===== config.mk =====
export PLATFORM = sky130hd
export DESIGN_NAME = signal_phase_scheduler
export DESIGN_NICKNAME = d
export VERILOG_FILES = /design/src/rtl/traffic_pkg.sv /design/src/rtl/next_board_sel.sv /design/src/rtl/signal_phase_scheduler.sv
export SDC_FILE = /design/constraint.sdc
export NUM_CORES = 1
export LEC_CHECK = 0
export CAP_MARGIN = 30
export CORE_MARGIN = 2
export CORE_UTILIZATION = 42
export CTS_BUF_LIST = sky130_fd_sc_hd__clkbuf_4
export CTS_CLUSTER_SIZE = 40
export DETAILED_ROUTE_END_ITERATION = 8
export PLACE_DENSITY = 0.84
export SYNTH_ARGS = -nofsm -noshare
export SYNTH_HDL_FRONTEND = slang
export SYNTH_SLANG_ARGS = --single-unit

===== constraint.sdc =====
create_clock -name clk -period 2 [get_ports clk]
set_input_delay 0.3 -clock clk [delete_from_list [all_inputs] [get_ports clk]]
set_output_delay 0.3 -clock clk [all_outputs]
set_load 0.01 [all_outputs]

===== src/rtl/traffic_pkg.sv =====
// Shared types and constants for the junction signal phase scheduler.
package traffic_pkg;

  typedef enum logic [1:0] {
    PH_CLEAR = 2'd0,
    PH_GREEN = 2'd1,
    PH_AMBER = 2'd2
  } phase_e;

  // Per-board light pattern {Red, Orange, LeftG, FrontG, RightG}
  localparam logic [4:0] LT_RED   = 5'b10000;
  localparam logic [4:0] LT_AMBER = 5'b01000;
  localparam logic [4:0] LT_GREEN = 5'b00111;

  localparam logic [1:0] BRD_B = 2'd0;
  localparam logic [1:0] BRD_L = 2'd1;
  localparam logic [1:0] BRD_F = 2'd2;
  localparam logic [1:0] BRD_R = 2'd3;

  function automatic logic [1:0] lowest_set(input logic [3:0] v);
    logic [1:0] r;
    if (v[0]) begin
      r = BRD_B;
    end else if (v[1]) begin
      r = BRD_L;
    end else if (v[2]) begin
      r = BRD_F;
    end else begin
      r = BRD_R;
    end
    return r;
  endfunction

endpackage


===== src/rtl/next_board_sel.sv =====
// Picks the board for the next green: emergency, then priority, then round-robin.
module next_board_sel
  import traffic_pkg::*;
(
  input  logic [3:0] emer_req,
  input  logic [3:0] pri_req,
  input  logic [1:0] rr_ptr,
  output logic [1:0] sel,
  output logic       sel_emer,
  output logic       sel_rr
);

  // Fixed-priority arbitration between request classes
  always_comb begin
    sel      = rr_ptr;
    sel_emer = 1'b0;
    sel_rr   = 1'b0;
    if (|emer_req) begin
      sel      = lowest_set(emer_req);
      sel_emer = 1'b1;
    end else if (|pri_req) begin
      sel      = lowest_set(pri_req);
    end else begin
      sel      = rr_ptr;
      sel_rr   = 1'b1;
    end
  end

endmodule


===== src/rtl/signal_phase_scheduler.sv =====
// GREEN -> AMBER -> CLEAR sequencer for four junction boards.
// Optional EMER_PREEMPT_EN: an emergency on another board cuts green short once MIN_GREEN ticks elapsed.
module signal_phase_scheduler
  import traffic_pkg::*;
#(
  parameter int GREEN_T   = 16,
  parameter int AMBER_T   = 4,
  parameter int CLEAR_T   = 2,
  parameter int MIN_GREEN = 4,
  parameter int CNT_W     = 6
) (
  input  logic             clk,
  input  logic             reset,
  input  logic             tick,
  input  logic [3:0]       pri_req,
  input  logic [3:0]       emer_req,
  output logic [19:0]      lights,
  output logic [1:0]       cur_board,
  output logic [1:0]       phase,
  output logic [CNT_W-1:0] remain,
  output logic             emer_active,
  output logic             served
);

`ifdef EMER_PREEMPT_EN
  localparam bit PREEMPT_EN = 1'b1;
`else
  localparam bit PREEMPT_EN = 1'b0;
`endif

  localparam logic [CNT_W-1:0] GREEN_LD = CNT_W'(GREEN_T);
  localparam logic [CNT_W-1:0] AMBER_LD = CNT_W'(AMBER_T);
  localparam logic [CNT_W-1:0] CLEAR_LD = CNT_W'(CLEAR_T);
  localparam logic [CNT_W-1:0] ONE      = CNT_W'(1);
  // remain at or below this means the coming tick completes MIN_GREEN ticks of green
  localparam logic [CNT_W-1:0] PREEMPT_REM = CNT_W'(GREEN_T - MIN_GREEN + 1);

  phase_e           phase_q, phase_d;
  logic [CNT_W-1:0] remain_q, remain_d;
  logic [1:0]       cur_board_q, cur_board_d;
  logic [1:0]       rr_ptr_q, rr_ptr_d;
  logic             emer_active_q, emer_active_d;
  logic             served_q, served_d;
  logic [19:0]      lights_q, lights_d;

  logic [1:0]       sel_s;
  logic             sel_emer_s, sel_rr_s, preempt_s;
  logic [3:0]       other_emer_s;

  next_board_sel u_sel (
    .emer_req (emer_req),
    .pri_req  (pri_req),
    .rr_ptr   (rr_ptr_q),
    .sel      (sel_s),
    .sel_emer (sel_emer_s),
    .sel_rr   (sel_rr_s)
  );

  assign other_emer_s = emer_req & ~(4'b0001 << cur_board_q);
  assign preempt_s    = PREEMPT_EN && (|other_emer_s) && (remain_q <= PREEMPT_REM);

  // Phase FSM and countdown; everything except served waits for tick
  always_comb begin
    phase_d       = phase_q;
    remain_d      = remain_q;
    cur_board_d   = cur_board_q;
    rr_ptr_d      = rr_ptr_q;
    emer_active_d = emer_active_q;
    served_d      = 1'b0;
    if (tick) begin
      case (phase_q)
        PH_CLEAR: begin
          if (remain_q == ONE) begin
            phase_d       = PH_GREEN;
            remain_d      = GREEN_LD;
            cur_board_d   = sel_s;
            emer_active_d = sel_emer_s;
            served_d      = 1'b1;
            rr_ptr_d      = sel_rr_s ? (rr_ptr_q + 2'd1) : rr_ptr_q;
          end else begin
            remain_d = remain_q - ONE;
          end
        end
        PH_GREEN: begin
          if (remain_q == ONE) begin
            if (emer_req[cur_board_q]) begin
              emer_active_d = 1'b1;
            end else begin
              phase_d  = PH_AMBER;
              remain_d = AMBER_LD;
            end
          end else if (preempt_s) begin
            phase_d  = PH_AMBER;
            remain_d = AMBER_LD;
          end else begin
            remain_d = remain_q - ONE;
          end
        end
        PH_AMBER: begin
          if (remain_q == ONE) begin
            phase_d  = PH_CLEAR;
            remain_d = CLEAR_LD;
          end else begin
            remain_d = remain_q - ONE;
          end
        end
        default: begin
          phase_d  = PH_CLEAR;
          remain_d = CLEAR_LD;
        end
      endcase
    end else begin
      phase_d = phase_q;
    end
  end

  // Light decode from the next state so lights stay registered
  always_comb begin
    lights_d = {4{LT_RED}};
    for (int n = 0; n < 4; n++) begin
      if (cur_board_d == 2'(n) && phase_d == PH_GREEN) begin
        lights_d[5*n +: 5] = LT_GREEN;
      end else if (cur_board_d == 2'(n) && phase_d == PH_AMBER) begin
        lights_d[5*n +: 5] = LT_AMBER;
      end else begin
        lights_d[5*n +: 5] = LT_RED;
      end
    end
  end

  // State registers with synchronous reset to an all-red clearance
  always_ff @(posedge clk) begin
    if (reset) begin
      phase_q       <= PH_CLEAR;
      remain_q      <= CLEAR_LD;
      cur_board_q   <= BRD_B;
      rr_ptr_q      <= BRD_B;
      emer_active_q <= 1'b0;
      served_q      <= 1'b0;
      lights_q      <= {4{LT_RED}};
    end else begin
      phase_q       <= phase_d;
      remain_q      <= remain_d;
      cur_board_q   <= cur_board_d;
      rr_ptr_q      <= rr_ptr_d;
      emer_active_q <= emer_active_d;
      served_q      <= served_d;
      lights_q      <= lights_d;
    end
  end

  assign lights      = lights_q;
  assign cur_board   = cur_board_q;
  assign phase       = phase_q;
  assign remain      = remain_q;
  assign emer_active = emer_active_q;
  assign served      = served_q;

endmodule

Word level (Yosys, flattened, before mapping)
Cells that the tools add are included.
{ "totals": {"ff_bits": 34, "latchBits": 0, "ramBits": 0, "romBits": 0, "inputBits": 11, "output_inout_bits": 32, "word_cells": 89, "memories": 0} }
{ "op_classes": {"addsub": 2, "n_mul": 0, "div": 0, "n_lt_le_gt_ge": 1, "eq_ne": 12, "shift": 0, "mux": 40, "bitwise": 2, "reduce_logical": 21} }
{ "op_table": {"columns": ["op", "count"], "rows": [
  ["$mux 5", 8],
  ["$mux 2", 14],
  ["$mux 6", 4],
  ["$pmux 6 s3", 1],
  ["$mux 1", 10],
  ["$eq 2x2->1 const B", 4],
  ["$logic_and 1x1->1", 8],
  ["$reduce_or 2->1", 4],
  ["$reduce_or 4->1", 2],
  ["$eq 2x1->1 const B", 3],
  ["$eq 6x1->1 const B", 1],
  ["$ne 2x2->1 const B", 3],
  ["$pmux 2 s3", 1],
  ["$sub 6x1->6 const B", 1],
  ["$reduce_and 5->1", 1],
  ["$logic_not 2->1", 2],
  ["$reduce_and 4->1", 1],
  ["$lt 2x3->1 const B", 1],
  ["$ne 3x3->1 const B", 1],
  ["$reduce_or 3->1", 1],
  ["$add 2x1->2 const B", 1],
  ["$bmux 1 s2", 1],
  ["$not 1->1", 2],
  ["$pmux 1 s2", 1],
  ["2 further kinds", 2]
]} }

Logic depth before layout (Yosys ltp)
Gate-level depths: netlist (run 1).
{ "logic_depth": {"ltp_word": 12, "depth_mapped": 8} }

Hierarchy
Synthesis (run 1) repeated with hierarchy kept, for this count alone.
{ "unflattened": {"cells_unflattened": 154, "hier_area_um2": 1325.0} }
{ "modules_own_cells": {"columns": ["module", "n_inst", "cells_each", "area_each_um2", "seq_area_each_um2"], "rows": [
  ["signal_phase_scheduler", 1, 141, 1246.2, 520.5],
  ["next_board_sel", 1, 13, 78.8, 0.0]
]} }

Worst setup path before layout (run 1)
No wires, ideal clock.
{ "synth_path": {"kind": "reg2reg", "startpoint": "reg remain_q[0] (netlist: remain[0])", "endpoint": "reg lights_q[19] (netlist: lights[19])", "arrival_ps": 1864, "setup_slack_ps": 6, "stages_incl_launch_ff": 8, "n_path_buf": 1, "period_less_slack_ps": 1994, "path_cell_list": "dfxtp_1 -> ha_1 -> or4b_4 -> nor4_4 -> buf_6 -> nand3_2 -> o22a_1 -> nand2b_1"} }
{ "synth_between": {"elab_chain_len": 8} }
{ "synth_rtl": {"columns": ["element", "line_no", "rtl"], "rows": [
  ["start: declaration", "signal_phase_scheduler.sv:39", "logic [CNT_W-1:0] remain_q, remain_d;"],
  ["start signal: assignment", "signal_phase_scheduler.sv:143", "remain_q <= remain_d;"],
  ["$eq 6x1->1 (*)", "signal_phase_scheduler.sv:73, signal_phase_scheduler.sv:85, signal_phase_scheduler.sv:100", null],
  ["$mux 2 (on tied branches)", "signal_phase_scheduler.sv:100, signal_phase_scheduler.sv:73, signal_phase_scheduler.sv:85", null],
  ["$pmux 2 s3 / $mux 2 (equally long branches)", "signal_phase_scheduler.sv:71", "case (phase_q)"],
  ["$mux 2", "signal_phase_scheduler.sv:70", "if (tick) begin"],
  ["$eq 2x2->1 (on tied branches)", "signal_phase_scheduler.sv:123, signal_phase_scheduler.sv:121", null],
  ["$logic_and 1x1->1", "signal_phase_scheduler.sv:123", "end else if (cur_board_d == 2'(n) && phase_d == PH_AMBER) begin"],
  ["$mux 5", "signal_phase_scheduler.sv:123", null],
  ["$mux 5 (*)", "signal_phase_scheduler.sv:121", "if (cur_board_d == 2'(n) && phase_d == PH_GREEN) begin"],
  ["end signal: assignment", "signal_phase_scheduler.sv:140", "lights_q <= {4{LT_RED}};"],
  ["end signal: assignment", "signal_phase_scheduler.sv:148", "lights_q <= lights_d;"],
  ["end: declaration", "signal_phase_scheduler.sv:44", "logic [19:0] lights_q, lights_d;"]
]} }
Every way passes the cells marked *; elsewhere a longest branch is shown, timed or not.
A chain may end at the register's enable or synchronous reset.

Worst setup path after layout (run 1)
{ "layout_path": {"startpoint": "reg remain_q[1] (netlist: remain[1])", "endpoint": "reg cur_board_q[0] (netlist: cur_board[0])"} }
{ "layout_between": {"elab_chain_len": 4} }
{ "layout_rtl": {"columns": ["element", "line_no", "rtl"], "rows": [
  ["$eq 6x1->1", "signal_phase_scheduler.sv:73", "if (remain_q == ONE) begin"],
  ["$mux 2", "signal_phase_scheduler.sv:73", null],
  ["$mux 2", "signal_phase_scheduler.sv:71", null],
  ["$mux 2", "signal_phase_scheduler.sv:70", null],
  ["end signal: assignment", "signal_phase_scheduler.sv:144", "cur_board_q <= cur_board_d;"],
  ["end: declaration", "signal_phase_scheduler.sv:40", "logic [1:0] cur_board_q, cur_board_d;"]
]} }
Every way passes these cells.

==> results of run 1 <==
layout make-up:
class                   count  area (µm²)
flip-flops and latches     26         523
inverters                   9        33.8
clock buffers               3        22.5
repair buffers             62         574
multi-input cells         101         687
fillers                   229        1090
clock inverters             1        3.75
well taps                  33        41.3
cell families (layout without fill, tap and decap cells):
group                    Yosys count  count (layout)  share of synthesized area
AO/OA/AOI/OAI                     33              33                      0.174
XOR/XNOR                           3               3                     0.0204
adder cells (fa/ha/maj)            2               2                     0.0194
buffers and inverters             23              75                     0.0970
flip-flops                        26              26                      0.403
multiplexers                       2               2                     0.0252
AND/OR/NAND/NOR                   61              61                      0.261
critical path, stage by stage, from the launching register on:
cell and delay (ns):
dfxtp_2 0.35, inv_2 0.08, ha_4 0.14, or4b_4 0.49, nor4_4 0.26, buf_4 0.23, buf_6 0.10, mux2i_1 0.17
nor2_1 0.05
metal layers:
layer | GRT usage | routed length, µm | up-vias
met4 | 0.0812 | 42 | 0
met2 | 0.317 | 1590 | 48
met3 | 0.0218 | 183 | 4
met1 | 0.211 | 1330 | 582
met5 | 0 | 0 | -
li1 | - | - | 629
power breakdown:
group / internal [mW] / switching (mW) / total (mW)
Sequential: 0.534 / 0.0132 / 0.547
Clock: 0.0734 / 0.156 / 0.229
Combinational: 0.111 / 0.104 / 0.215
Total: 0.718 / 0.273 / 0.991
per-stage QoR:
| step | cell area (µm²) | hold slack [ns] |
|---|---|---|
| 2_1_floorplan | 1290 | 0.449 |
| 3_3_place_gp | 1780 | 0.458 |
| 3_5_place_dp | 1780 | 0.467 |
| 4_1_cts | 1820 | 0.491 |
| 5_1_grt | 1890 | 0.524 |
| 6_report | 1890 | 0.484 |
sequential cells by signal, summed over array words and instances, names as in the netlist:
name and count:
lights 12, remain 6, cur_board 2, phase 2, rr_ptr_q 2, emer_active 1
served 1
what timing repair did:
action,4_1_cts,5_1_grt
pin swaps,2,1
buffers inserted,2,2
resized for setup,0,11
setup endpoints to repair,7,17
synth_stat cells (2+ instances only):
cell type  number
o22a_1          2
xor2_1          2
a21o_1          2
nand3_1         3
dfxtp_1        26
nand2b_1        5
nor4_1          2
a21oi_1         8
o21ai_0         4
nor3b_1         2
nand2_1         9
nor3_1          6
a31oi_1         4
o31ai_1         2
nand4_1         4
clkbuf_1        4
inv_1           9
ha_1            2
a221oi_1        2
nor2b_1         3
buf_4           8
a211oi_1        2
nor2_1         19
and2_1          2
placed cells by master (no fill, tap or decap), drive strengths merged, types with 6 or more instances in the layout:
| cell type | instances |
|---|---|
| inv | 9 |
| buf | 20 |
| nor2 | 19 |
| nor3 | 6 |
| dfxtp | 26 |
| a21oi | 8 |
| clkdlybuf4s50 | 42 |
| nand2b | 6 |
| nand2 | 9 |
how the worst max path moves through the flow:
stage / end / slack, ns
after floorplan: lights[19]$_SDFF_PP1_ / 0.006
after global placement: lights[3]$_SDFF_PP0_ / -0.01
after detailed placement: lights[8]$_SDFF_PP0_ / -0.09
after CTS: lights[8]$_SDFF_PP0_ / 0.0002
after global routing: cur_board[0]$_SDFF_PP0_ / -0.08
final: cur_board[0]$_SDFF_PP0_ / 0.02
==> results.sh, run 1 <==
export IMPL_tightest_slew_ns=0.570
export IMPL_via_per_inst=5.37
export IMPL_cp_data_required_time_ns=2.21
export IMPL_fin_ws_ns=0.0166
export IMPL_grt_first_pass_wirelength_mm=4.80
export IMPL_cts_root_buffer="clkbuf_4"
export IMPL_num_antenna_cells=0
export IMPL_synth_seq_area_share=0.403
export IMPL_postSynthCellCount=150
export IMPL_hp_class="reg -> reg"
export IMPL_reg2reg_depth=8
export IMPL_whs_endpoint="emer_active$_SDFFE_PP0P_"
export IMPL_min_period_ns=1.98
export IMPL_synthFlopType="dfxtp_1"
export IMPL_total_power_uw=991
export IMPL_max_freq_mhz=504
export IMPL_rows=20
export IMPL_grt_pass1_vias=1120
export IMPL_grt_ovfl_total=0
export IMPL_core_area_um2=2980
export IMPL_hold_viol=0
export IMPL_drcViolationCount=0
export IMPL_antenna_found_initial=0
export IMPL_cp_arrival_ns=2.20
export IMPL_netlist_area_leader_share=0.403
export IMPL_cts_buffers=3
export IMPL_ctsHoldBuffers=0
export IMPL_grt_usage=0.178
export IMPL_async_reset_ff_frac=0
export IMPL_grt_max_degree=16
export IMPL_drive_gt1_frac=0.188
export IMPL_finish_utilization=0.633
export IMPL_finalSetupTns_ns=0
export IMPL_ys_ff_latch=26
export IMPL_r2r_setup_slack_ns=0.02
export IMPL_clk_path_buf_depth=2
export IMPL_drv_cap=0
export IMPL_setup_worst_path_start_class="register"
export IMPL_portBuffers=42
export IMPL_clk_latency_ns=0.33
export IMPL_power_density_nw_per_um2=526
export IMPL_ys_warn_count=0
export IMPL_cts_tree="yes"
export IMPL_fin_crit_sh=0.992
export IMPL_finalNonFillerCells=235
export IMPL_cts_htree_levels=1
export IMPL_syn_area_per_cell_um2=8.60
export IMPL_drt_iter0_drc=34
export IMPL_netlist_area_um2=1290
export IMPL_dp_hpwl_mm=2.42
export IMPL_clkTransAtPathRegs_ns=0.13
export IMPL_ys_types=42
export IMPL_dr_pass1_iters=4
export IMPL_cp_startpoint="remain[1]$_SDFFE_PP1P_"
export IMPL_maxSlewViolCount=0
export IMPL_setup_viol=0
export IMPL_r2r_end="cur_board[0]$_SDFF_PP0_"
export IMPL_rsz0062_at_grt="yes"
export IMPL_vias=1263
export IMPL_cts_sinks=26
export IMPL_start_util=0.433
export IMPL_layout_nets=216
export IMPL_slew_headroom=0.618
export IMPL_die_y_um=59.4
export IMPL_status="finished, final reports clean"
export IMPL_wl_per_cell_um=13.4
export IMPL_yosys_top_cells_area="dfxtp_1 (40%), nor2_1 (5.5%), buf_4 (4.7%), a21oi_1 (3.1%), inv_1 (2.6%)"
export IMPL_hold_start="emer_active$_SDFFE_PP0P_"
export IMPL_fin_skew_ns=0.00127
export IMPL_peakVddDrop_mv=0.328
export IMPL_syn_nets=163
export IMPL_dieArea_um2=3530
export IMPL_drt_total_wl_mm=3.15
export IMPL_leakage_nw=0.696
export IMPL_crit_fanout=5
export IMPL_pin_count=43
export IMPL_reg2reg_from="remain[1]$_SDFFE_PP1P_"
export IMPL_syn_to_final_growth_pct=46.2
export IMPL_holdPathStages=2
export IMPL_dp_cells=227
export IMPL_yosysTopAreaCell="dfxtp_1"
export IMPL_endpoint_kind="register"
export IMPL_gp_congestion=0.964
export IMPL_synth_edf_count=0
export IMPL_die_w_um=59.4
export IMPL_ant_nets=0
export IMPL_dpl_worst_slack_ns=-0.0878
export IMPL_critical_path_class="reg -> reg"
Note: power is estimated with default switching activity, not from simulation.
==> inputs of run 2 (changes only) <==
--- a/config.mk
+++ b/config.mk
@@ -9,8 +9,10 @@
 export CORE_MARGIN = 2
 export CORE_UTILIZATION = 42
 export CTS_BUF_LIST = sky130_fd_sc_hd__clkbuf_4
+export CTS_CLUSTER_DIAMETER = 50
 export CTS_CLUSTER_SIZE = 40
 export DETAILED_ROUTE_END_ITERATION = 8
+export HOLD_SLACK_MARGIN = 0.02
 export PLACE_DENSITY = 0.84
 export SYNTH_ARGS = -nofsm -noshare
 export SYNTH_HDL_FRONTEND = slang
==> results of run 2 <==
The final DEF is identical to that of run 1; final timing and power are the same.
